$ cat src/rtl/irq_ctrl_pkg.sv
// irq_ctrl_pkg: shared definitions for the interrupt controller.
//   NSRC        number of device interrupt sources (maps onto HWInt[7:2])
//   REG_*       word offsets of the four bridge-visible registers
//   state_t     controller state encoding
package irq_ctrl_pkg;

  localparam int NSRC = 6;

  localparam logic [1:0] REG_ENABLE  = 2'd0;
  localparam logic [1:0] REG_MODE    = 2'd1;
  localparam logic [1:0] REG_PENDING = 2'd2;
  localparam logic [1:0] REG_INSVC   = 2'd3;

  typedef enum logic [1:0] {
    IDLE    = 2'd0,
    REQ     = 2'd1,
    SERVICE = 2'd2
  } state_t;

endpackage

$ cat src/rtl/irq_ctrl_if.sv
// irq_ctrl_if: four-word register slave port on the bridge.
//   addr   word select (bridge address bits [3:2])
//   we     write strobe
//   wdata  write data
//   rdata  read data, combinational from addr
interface irq_ctrl_if;
  logic [1:0]  addr;
  logic        we;
  logic [31:0] wdata;
  logic [31:0] rdata;

  modport master (output addr, output we, output wdata, input rdata);
  modport slave  (input addr, input we, input wdata, output rdata);
endinterface

$ cat src/rtl/irq_ctrl_prio_enc6.sv
// prio_enc6: fixed-priority encoder, lowest index wins.
//   req     6-bit request vector
//   any     at least one request bit set
//   id      index of the winning request (0 when none)
//   onehot  one-hot of the winning request (0 when none)
module prio_enc6 (
  input  logic [5:0] req,
  output logic       any,
  output logic [2:0] id,
  output logic [5:0] onehot
);

  // Pick the lowest set bit of req.
  always_comb begin
    any = |req;
    casez (req)
      6'b?????1: begin id = 3'd0; onehot = 6'b000001; end
      6'b????10: begin id = 3'd1; onehot = 6'b000010; end
      6'b???100: begin id = 3'd2; onehot = 6'b000100; end
      6'b??1000: begin id = 3'd3; onehot = 6'b001000; end
      6'b?10000: begin id = 3'd4; onehot = 6'b010000; end
      6'b100000: begin id = 3'd5; onehot = 6'b100000; end
      default:   begin id = 3'd0; onehot = 6'b000000; end
    endcase
  end

endmodule

$ cat src/rtl/irq_ctrl.sv
// irq_ctrl: programmable interrupt controller in front of CP0 HWInt[7:2].
//   clk, reset  system clock, synchronous active-high reset
//   irq_src     raw device lines, bit 0 highest priority
//   bus         register slave (ENABLE, MODE, PENDING w1c, INSVC / EOI)
//   int_taken   CP0 commits to the presented interrupt
//   hwint       one-hot of the highest enabled pending request, only in REQ
//   busy        an interrupt is in service (awaiting EOI)
module irq_ctrl
  import irq_ctrl_pkg::*;
(
  input  logic            clk,
  input  logic            reset,
  input  logic [NSRC-1:0] irq_src,
  irq_ctrl_if.slave       bus,
  input  logic            int_taken,
  output logic [NSRC-1:0] hwint,
  output logic            busy
);

  logic [NSRC-1:0] enable;
  logic [NSRC-1:0] mode;
  logic [NSRC-1:0] pending;
  logic [NSRC-1:0] pending_next;
  logic [NSRC-1:0] prev;
  logic            insvc_valid;
  logic [2:0]      insvc_id;
  state_t          state;
  state_t          state_next;

  logic [NSRC-1:0] req;
  logic            sel_any;
  logic [2:0]      sel_id;
  logic [NSRC-1:0] sel_onehot;
  logic [NSRC-1:0] w1c;
  logic [NSRC-1:0] take_clr;
  logic            taken;
  logic            eoi;

  assign req = pending & enable;

  prio_enc6 u_prio (
    .req    (req),
    .any    (sel_any),
    .id     (sel_id),
    .onehot (sel_onehot)
  );

  // int_taken only counts while a request is actually being presented.
  assign taken = int_taken && (state == REQ) && sel_any;
  assign eoi   = bus.we && (bus.addr == REG_INSVC) && (state == SERVICE);

  // Clear masks from a PENDING write and from accepting the current request.
  always_comb begin
    if (bus.we && (bus.addr == REG_PENDING)) begin
      w1c = bus.wdata[NSRC-1:0];
    end else begin
      w1c = {NSRC{1'b0}};
    end
    if (taken) begin
      take_clr = sel_onehot;
    end else begin
      take_clr = {NSRC{1'b0}};
    end
  end

  // Edge bits: sticky, cleared by W1C or acceptance, a new edge always wins.
  // Level bits: simply track the sampled line.
  assign pending_next = (mode & ((pending & ~w1c & ~take_clr) | (irq_src & ~prev)))
                      | (~mode & irq_src);

  // Configuration, pending, edge history and in-service registers.
  always_ff @(posedge clk) begin
    if (reset) begin
      enable      <= {NSRC{1'b0}};
      mode        <= {NSRC{1'b0}};
      pending     <= {NSRC{1'b0}};
      prev        <= {NSRC{1'b0}};
      insvc_valid <= 1'b0;
      insvc_id    <= 3'd0;
    end else begin
      prev    <= irq_src;
      pending <= pending_next;
      if (bus.we && (bus.addr == REG_ENABLE)) begin
        enable <= bus.wdata[NSRC-1:0];
      end
      if (bus.we && (bus.addr == REG_MODE)) begin
        mode <= bus.wdata[NSRC-1:0];
      end
      if (taken) begin
        insvc_valid <= 1'b1;
        insvc_id    <= sel_id;
      end else if (eoi) begin
        insvc_valid <= 1'b0;
      end
    end
  end

  // State register.
  always_ff @(posedge clk) begin
    if (reset) begin
      state <= IDLE;
    end else begin
      state <= state_next;
    end
  end

  // Next-state logic.
  always_comb begin
    state_next = state;
    case (state)
      IDLE: begin
        if (sel_any) begin
          state_next = REQ;
        end else begin
          state_next = IDLE;
        end
      end
      REQ: begin
        if (!sel_any) begin
          state_next = IDLE;
        end else if (taken) begin
          state_next = SERVICE;
        end else begin
          state_next = REQ;
        end
      end
      SERVICE: begin
        if (eoi) begin
          state_next = IDLE;
        end else begin
          state_next = SERVICE;
        end
      end
      default: state_next = IDLE;
    endcase
  end

  // Outputs: hwint tracks the encoder while in REQ, busy marks SERVICE.
  always_comb begin
    hwint = {NSRC{1'b0}};
    busy  = 1'b0;
    case (state)
      REQ:     hwint = sel_onehot;
      SERVICE: busy  = 1'b1;
      default: begin
        hwint = {NSRC{1'b0}};
        busy  = 1'b0;
      end
    endcase
  end

  // Register read mux; unused bits read 0.
  always_comb begin
    case (bus.addr)
      REG_ENABLE:  bus.rdata = {26'd0, enable};
      REG_MODE:    bus.rdata = {26'd0, mode};
      REG_PENDING: bus.rdata = {26'd0, pending};
      REG_INSVC:   bus.rdata = {insvc_valid, 28'd0, insvc_id};
      default:     bus.rdata = 32'd0;
    endcase
  end

endmodule

$ cat src/flat_wrapper.sv
// flat-port wrapper written by rule: the top's interface ports become plain ports
module irq_ctrl_flat import irq_ctrl_pkg::*;
  (clk, reset, irq_src, int_taken, hwint, busy, bus_addr, bus_we, bus_wdata, bus_rdata);
  irq_ctrl_if bus_i ();
  input  logic clk;
  input  logic reset;
  input  logic [NSRC-1:0] irq_src;
  input  logic int_taken;
  output logic [NSRC-1:0] hwint;
  output logic busy;
  input wire logic [$bits(bus_i.addr)-1:0] bus_addr;
  input wire logic [$bits(bus_i.we)-1:0] bus_we;
  input wire logic [$bits(bus_i.wdata)-1:0] bus_wdata;
  output wire logic [$bits(bus_i.rdata)-1:0] bus_rdata;
  assign bus_i.addr = bus_addr;
  assign bus_i.we = bus_we;
  assign bus_i.wdata = bus_wdata;
  assign bus_rdata = bus_i.rdata;
  irq_ctrl u_core (.clk(clk), .reset(reset), .irq_src(irq_src), .bus(bus_i), .int_taken(int_taken), .hwint(hwint), .busy(busy));
endmodule
$ cat config.mk
export PLATFORM = sky130hd
export DESIGN_NAME = irq_ctrl_flat
export DESIGN_NICKNAME = d
export VERILOG_FILES = /design/src/rtl/irq_ctrl_pkg.sv /design/src/rtl/irq_ctrl_if.sv /design/src/rtl/irq_ctrl_prio_enc6.sv /design/src/rtl/irq_ctrl.sv /design/src/flat_wrapper.sv
export SDC_FILE = /design/constraint.sdc
export NUM_CORES = 1
export LEC_CHECK = 0
export CORE_MARGIN = 5
export CORE_UTILIZATION = 42
export DETAILED_ROUTE_END_ITERATION = 8
export MAX_ROUTING_LAYER = met4
export PLACE_DENSITY = 0.88
export RECOVER_POWER = 25
export SKIP_LAST_GASP = 1
export SLEW_MARGIN = 20
export SYNTH_ARGS = -nofsm -noshare
export SYNTH_HDL_FRONTEND = slang
export SYNTH_SLANG_ARGS = --single-unit
$ cat constraint.sdc
create_clock -name clk -period 4.2 [get_ports clk]
set_clock_uncertainty 0.05 [all_clocks]
set_input_delay 0.84 -clock clk [delete_from_list [all_inputs] [get_ports clk]]
set_output_delay 0.84 -clock clk [all_outputs]
set_load 0.005 [all_outputs]
==> results of run 1 <==
through the flow:
stage	util (%)	cell area, um2
2_1_floorplan	-	1680
3_3_place_gp	50.4	1850
3_5_place_dp	50.4	1850
4_1_cts	52.6	1930
5_1_grt	52.3	1920
6_report	52.3	1920
worst min-delay path by stage:
stage	startpoint	endpoint	slack [ns]	cells after the start
detailed placement	u_core.insvc_valid$_SDFFE_PP0P_	u_core.insvc_valid$_SDFFE_PP0P_	0.41	2
floorplan	u_core.insvc_valid$_SDFFE_PP0P_	u_core.insvc_valid$_SDFFE_PP0P_	0.38	2
CTS	u_core.insvc_valid$_SDFFE_PP0P_	u_core.insvc_valid$_SDFFE_PP0P_	0.42	2
finish	u_core.insvc_valid$_SDFFE_PP0P_	u_core.insvc_valid$_SDFFE_PP0P_	0.42	2
global route	u_core.insvc_id[0]$_SDFFE_PP0P_	u_core.insvc_id[0]$_SDFFE_PP0P_	0.44	2
global placement	u_core.insvc_valid$_SDFFE_PP0P_	u_core.insvc_valid$_SDFFE_PP0P_	0.39	2
sequential cells by signal (all words and copies together), names as in the netlist:
name and cells:
u_core.insvc_id 3, u_core.mode 6, u_core.state 2, u_core.prev 6, u_core.insvc_valid 1, u_core.pending 6, u_core.enable 6
layer usage:
metal / routed length, um / vias to the layer above
met5: 0 / -
met4: 48 / 0
met3: 308 / 7
met2: 1840 / 50
met1: 1520 / 651
li1: - / 685
area by class of cell:
cell class                      instances  share of cell area (%)
Inverter                                2                   0.392
Multi-Input combinational cell        154                    44.4
Clock inverter                          2                   0.523
Tap cell                               48                    3.14
Timing Repair Buffer                   33                    16.7
Sequential cell                        30                    31.4
Clock buffer                            5                    3.59
critical path, cell delays in order:
cell             delay, ns
dlygate4sd3_1         0.89
nor2b_1               0.20
buf_4                 0.20
nand2_1               0.06
o21ai_0               0.11
clkdlybuf4s50_1       0.55
kinds of logic after synthesis:
| kind of cell | synth area share [%] |
|---|---|
| compound gates | 14.1 |
| buf+inv | 14.4 |
| flops | 37.7 |
| mux | 9.51 |
| other cells | 0.235 |
| simple gates | 24.0 |
synthesized netlist by cell type, types with 3 or more instances:
cell,instances,area [um2]
clkbuf_1,4,15.0
a211oi_1,3,22.5
o21ai_0,6,30.0
a211o_1,3,26.3
nor2_1,13,48.8
dfxtp_1,30,601
nor2b_1,8,50.1
buf_2,3,15.0
nand2_1,38,143
nand3_1,11,55.1
nor3_1,7,35.0
buf_4,25,188
a21oi_1,11,55.1
mux2i_1,8,80.1
report_power, final:
part | internal (mW) | switching [mW] | leakage [nW]
logic | 0.0331 | 0.0361 | 0.427
clock network | 0.111 | 0.108 | 0.0438
registers | 0.295 | 0.00896 | 0.246
==> metrics.txt, run 1 <==
H-tree depth=2; remaining antenna violation count=0; Pwr Total=592 uW; die width=71.6 um; final cell count without fillers=274; ys async rst share=0%; Clock transition at path regs=0.06 ns; Max-cap violations=0; Tmin final=3.75 ns; Syn Inst Count=195; Post-route DRC=0; CTS Buffer Depth=2; io pins=83; ratio of cells with drive above 1 in the final layout=6.19%; crit-path max FO=12; Unique masters post-synth=35; Sequential cell area=601 um2; worst-skew pair later-pin latency=0.29 ns; total track usage=15.7%; sequential share of the synthesized area=37.7%; Worst EP required=3.31 ns; die area=5120 um2; GRT Residual Overflow=0; GR Layer Usage met2=24.4%; largest net degree at the start of global routing=31; met1 usage=18.2%; synthesized area=1590 um2; Root Buffer=clkbuf_8; Crit. Startpoint=bus_addr[0]; Detailed Place HPWL=2660 um; Reg2Reg Launch Point=u_core.pending[0]$_SDFF_PP0_; CP Data Arrival Time=2.86 ns; WL final=3720 um; unrepaired setup endpoints after global routing=no; post-route setup slack=0.453 ns; worst-margin pin slew=1.26 ns; most frequent cells in the layout=nand2_1, dfxtp_1, clkdlybuf4s50_1; commonest non-fill, non-tap cell in the layout=nand2_1; core area=3660 um2; PD cells=309 nW/um2; f_max=267 MHz; Critical Path Source Type=input pin; CP endpoint kind=output port; slack of the worst reg-to-reg path=2.66 ns; CTS tree=done; row count=22; first-pass GRT wire length=6000 um; 1st-iter DRT viols=99; # port buffers=31; gpl congestion=0.901; hold slack final=0.415 ns; Worst slew margin=15.9%; CTS resizes=0; Synth Warn #=0; EDFF count, synth=0; setup violators final=0; post-CTS setup buffer count=0; crit path capture=bus_rdata[5]; antenna violations before repair=0; predominant post-synthesis flop cell=dfxtp_1; worst slack at placement=0.557 ns; DRT Pass-1 Iters=4; final setup TNS=0 ns; Register-to-Register Path Depth=4; vias in the first global route=1278; fin. max-slew vios=0; endpoints failing hold=0; area of the multi-input gates=850 um2; die height=71.6 um; WL per Instance=13.6 um; Hold Crit Class=register to register; Setup CP Type=input pin to output port; Most Used Layer, Global Route=met2; total CTS buffers=5; Placed Cells incl. Taps=267; # hold bufs at CTS=0; maximum VDD drop=139 uV; vias per std cell=5.08; Avg Cell Area, Syn=8.17 um2; # diodes=0; Worst R2R End=u_core.insvc_id[0]$_SDFFE_PP0P_; area grow syn2layout=20.3%; Fill cells=372; final period utilization=89.2%; initial core utilization=43.5%; #FFs+latches synth=30; P_leak=0.717 nW; status=complete, no violations; nets@finish=270; clk sinks=30; M3 GR Usage=5.75%; DR vias=1393
(Power assumes the default switching activity.)
==> inputs of run 2 (changes only) <==
--- a/config.mk
+++ b/config.mk
@@ -9,7 +9,7 @@
 export CORE_UTILIZATION = 42
 export DETAILED_ROUTE_END_ITERATION = 8
 export MAX_ROUTING_LAYER = met4
-export PLACE_DENSITY = 0.88
+export PLACE_DENSITY = 0.83
 export RECOVER_POWER = 25
 export SKIP_LAST_GASP = 1
 export SLEW_MARGIN = 20
==> metrics.txt, run 2 (synthesized netlist as in run 1, its figures left out) <==
Worst path top cell family by delay=buffers and inverters (unchanged); # port buffers=31 (unchanged); slowest CP cell=clkdlybuf4s50_1 (was dlygate4sd3_1); commonest non-fill, non-tap cell in the layout=nand2_1 (unchanged); Post-route DRC=0 (unchanged); setup violators final=0 (unchanged); vias in the first global route=1215 (was 1278); Util after Layout=53.5% (was 52.3%); Hold Path End=u_core.insvc_valid$_SDFFE_PP0P_ (unchanged); CP endpoint kind=output port (unchanged); Root Buffer=clkbuf_8 (unchanged); die area=5120 um2 (unchanged); Post-Place Cell Area=1850 um2 (unchanged); row count=22 (unchanged); unrepaired setup endpoints after global routing=no (unchanged); ratio of cells with drive above 1 in the final layout=6.64% (was 6.19%); gpl congestion=0.908 (was 0.901); Fill cells=345 (was 372); io pins=83 (unchanged); most frequent cells in the layout=nand2_1, clkdlybuf4s50_1, dfxtp_1 (was nand2_1, dfxtp_1, clkdlybuf4s50_1); Register-to-Register Path Depth=4 (unchanged); antenna violations before repair=0 (unchanged); CP most frequent cell=clkdlybuf4s50_1; Worst EP required=3.31 ns (about the same); post-route setup slack=0.564 ns (was 0.453 ns); total track usage=14.3% (was 15.7%); Max-cap violations=0 (unchanged); WL final=3550 um (was 3720 um); fin area=1960 um2 (was 1920 um2); largest net degree at the start of global routing=31 (unchanged); CTS tree=done (unchanged); area grow syn2layout=23.0% (was 20.3%); die width=71.6 um (unchanged); nets@finish=270 (unchanged); worst-margin pin slew=1.06 ns (was 1.26 ns); H-tree depth=2 (unchanged); final cell count without fillers=274 (unchanged); Placed Cells incl. Taps=267 (unchanged); final setup TNS=0 ns (unchanged); Critical Path Source Type=input pin (unchanged); f_max=275 MHz (was 267 MHz); initial core utilization=43.5% (unchanged); PD cells=342 nW/um2 (was 309 nW/um2); # hold bufs at CTS=0 (unchanged); maximum VDD drop=321 uV (was 139 uV); Worst R2R End=u_core.insvc_id[0]$_SDFFE_PP0P_ (unchanged); crit-path max FO=12 (unchanged); ordered cell list for the critical path=clkdlybuf4s50_1 -> mux4_1 -> clkdlybuf4s50_1 (was dlygate4sd3_1 -> nor2b_1 -> buf_4 -> nand2_1 -> o21ai_0 -> clkdlybuf4s50_1); endpoints failing hold=0 (unchanged); hold slack final=0.399 ns (was 0.415 ns); vias per std cell=5.07 (was 5.08); status=complete, no violations (unchanged); final period utilization=86.6% (was 89.2%); Worst slew margin=29.0% (was 15.9%); P_leak=0.734 nW (was 0.717 nW); Clock transition at path regs=0.07 ns (was 0.06 ns); Setup CP Type=input pin to output port (unchanged); DR vias=1390 (was 1393); total CTS buffers=5 (unchanged); Reg2Reg Launch Point=u_core.pending[0]$_SDFF_PP0_ (unchanged); core area=3660 um2 (unchanged); Detailed Place HPWL=2530 um (was 2660 um); DRT Pass-1 Iters=4 (unchanged); CTS Buffer Depth=2 (unchanged); worst slack at placement=0.572 ns (was 0.557 ns); fin. max-slew vios=0 (unchanged); GRT Residual Overflow=0 (unchanged); Crit. Startpoint=bus_addr[0] (unchanged); Pwr Total=670 uW (was 592 uW); worst-skew pair later-pin latency=0.29 ns (about the same); CTS resizes=0 (unchanged); Hold Crit Class=register to register (unchanged); hold_sp=u_core.insvc_valid$_SDFFE_PP0P_ (unchanged); remaining antenna violation count=0 (unchanged); crit-path max cell delay=0.82 ns (was 0.89 ns); slack of the worst reg-to-reg path=2.68 ns (was 2.66 ns); clk sinks=30 (unchanged); 1st-iter DRT viols=79 (was 99); Tmin final=3.64 ns (was 3.75 ns); die height=71.6 um (unchanged); WL per Instance=12.9 um (was 13.6 um); first-pass GRT wire length=5640 um (was 6000 um); post-CTS setup buffer count=0 (unchanged); CP Data Arrival Time=2.75 ns (was 2.86 ns); WHS Path Cells=2 (unchanged); Crit path buffers/inverters=2 (was 3); # diodes=0 (unchanged)
-- run 2: changes by cell type in the layout (fill, tap and decap cells not counted) --
cell and delta:
clkinv_2 -2, bufinv_16 +1, clkbuf_1 -1, clkbuf_8 +1, clkdlybuf4s50_1 +1, nand3b_1 -1
nand3b_2 +1
-- run 2: power breakdown --
group,total (mW),switching (mW),internal (mW)
Clock,0.296,0.106,0.190
Sequential,0.305,0.00912,0.295
Combinational,0.0698,0.0361,0.0337
-- run 2: worst reg2reg max path, cell delays in order (launching register included) --
cell and delay [ns]:
dfxtp_1 0.34, a222oi_1 0.43, buf_4 0.22, a31o_2 0.21, a221oi_1 0.09
-- run 2: worst max-delay path by stage --
stage	slack, ns	endpoint	cells after the start
after detailed placement	0.57	bus_rdata[0]	3
after global placement	0.57	bus_rdata[0]	3
after CTS	0.57	bus_rdata[0]	3
after floorplan	1.71	bus_rdata[0]	2
final	0.56	bus_rdata[0]	3
after global routing	0.38	bus_rdata[3]	6
-- run 2: cell type report --
class,instances,area (um2),area share (%)
Tap cell,48,60.1,3.07
Sequential cell,30,601,30.7
Timing Repair Buffer,33,325,16.6
Inverter,2,7.51,0.383
Clock buffer,6,82.6,4.21
Multi-Input combinational cell,154,853,43.6
Clock inverter,1,30.0,1.53
-- run 2: layer usage --
| metal | vias up | GRT usage, % | part of all wire [%] |
|---|---|---|---|
| met5 | - | - | 0 |
| met4 | 0 | 6.05 | 0.96 |
| met3 | 5 | 4.63 | 11 |
| met2 | 62 | 21.1 | 45 |
| met1 | 635 | 18.0 | 43 |
| li1 | 688 | - | - |
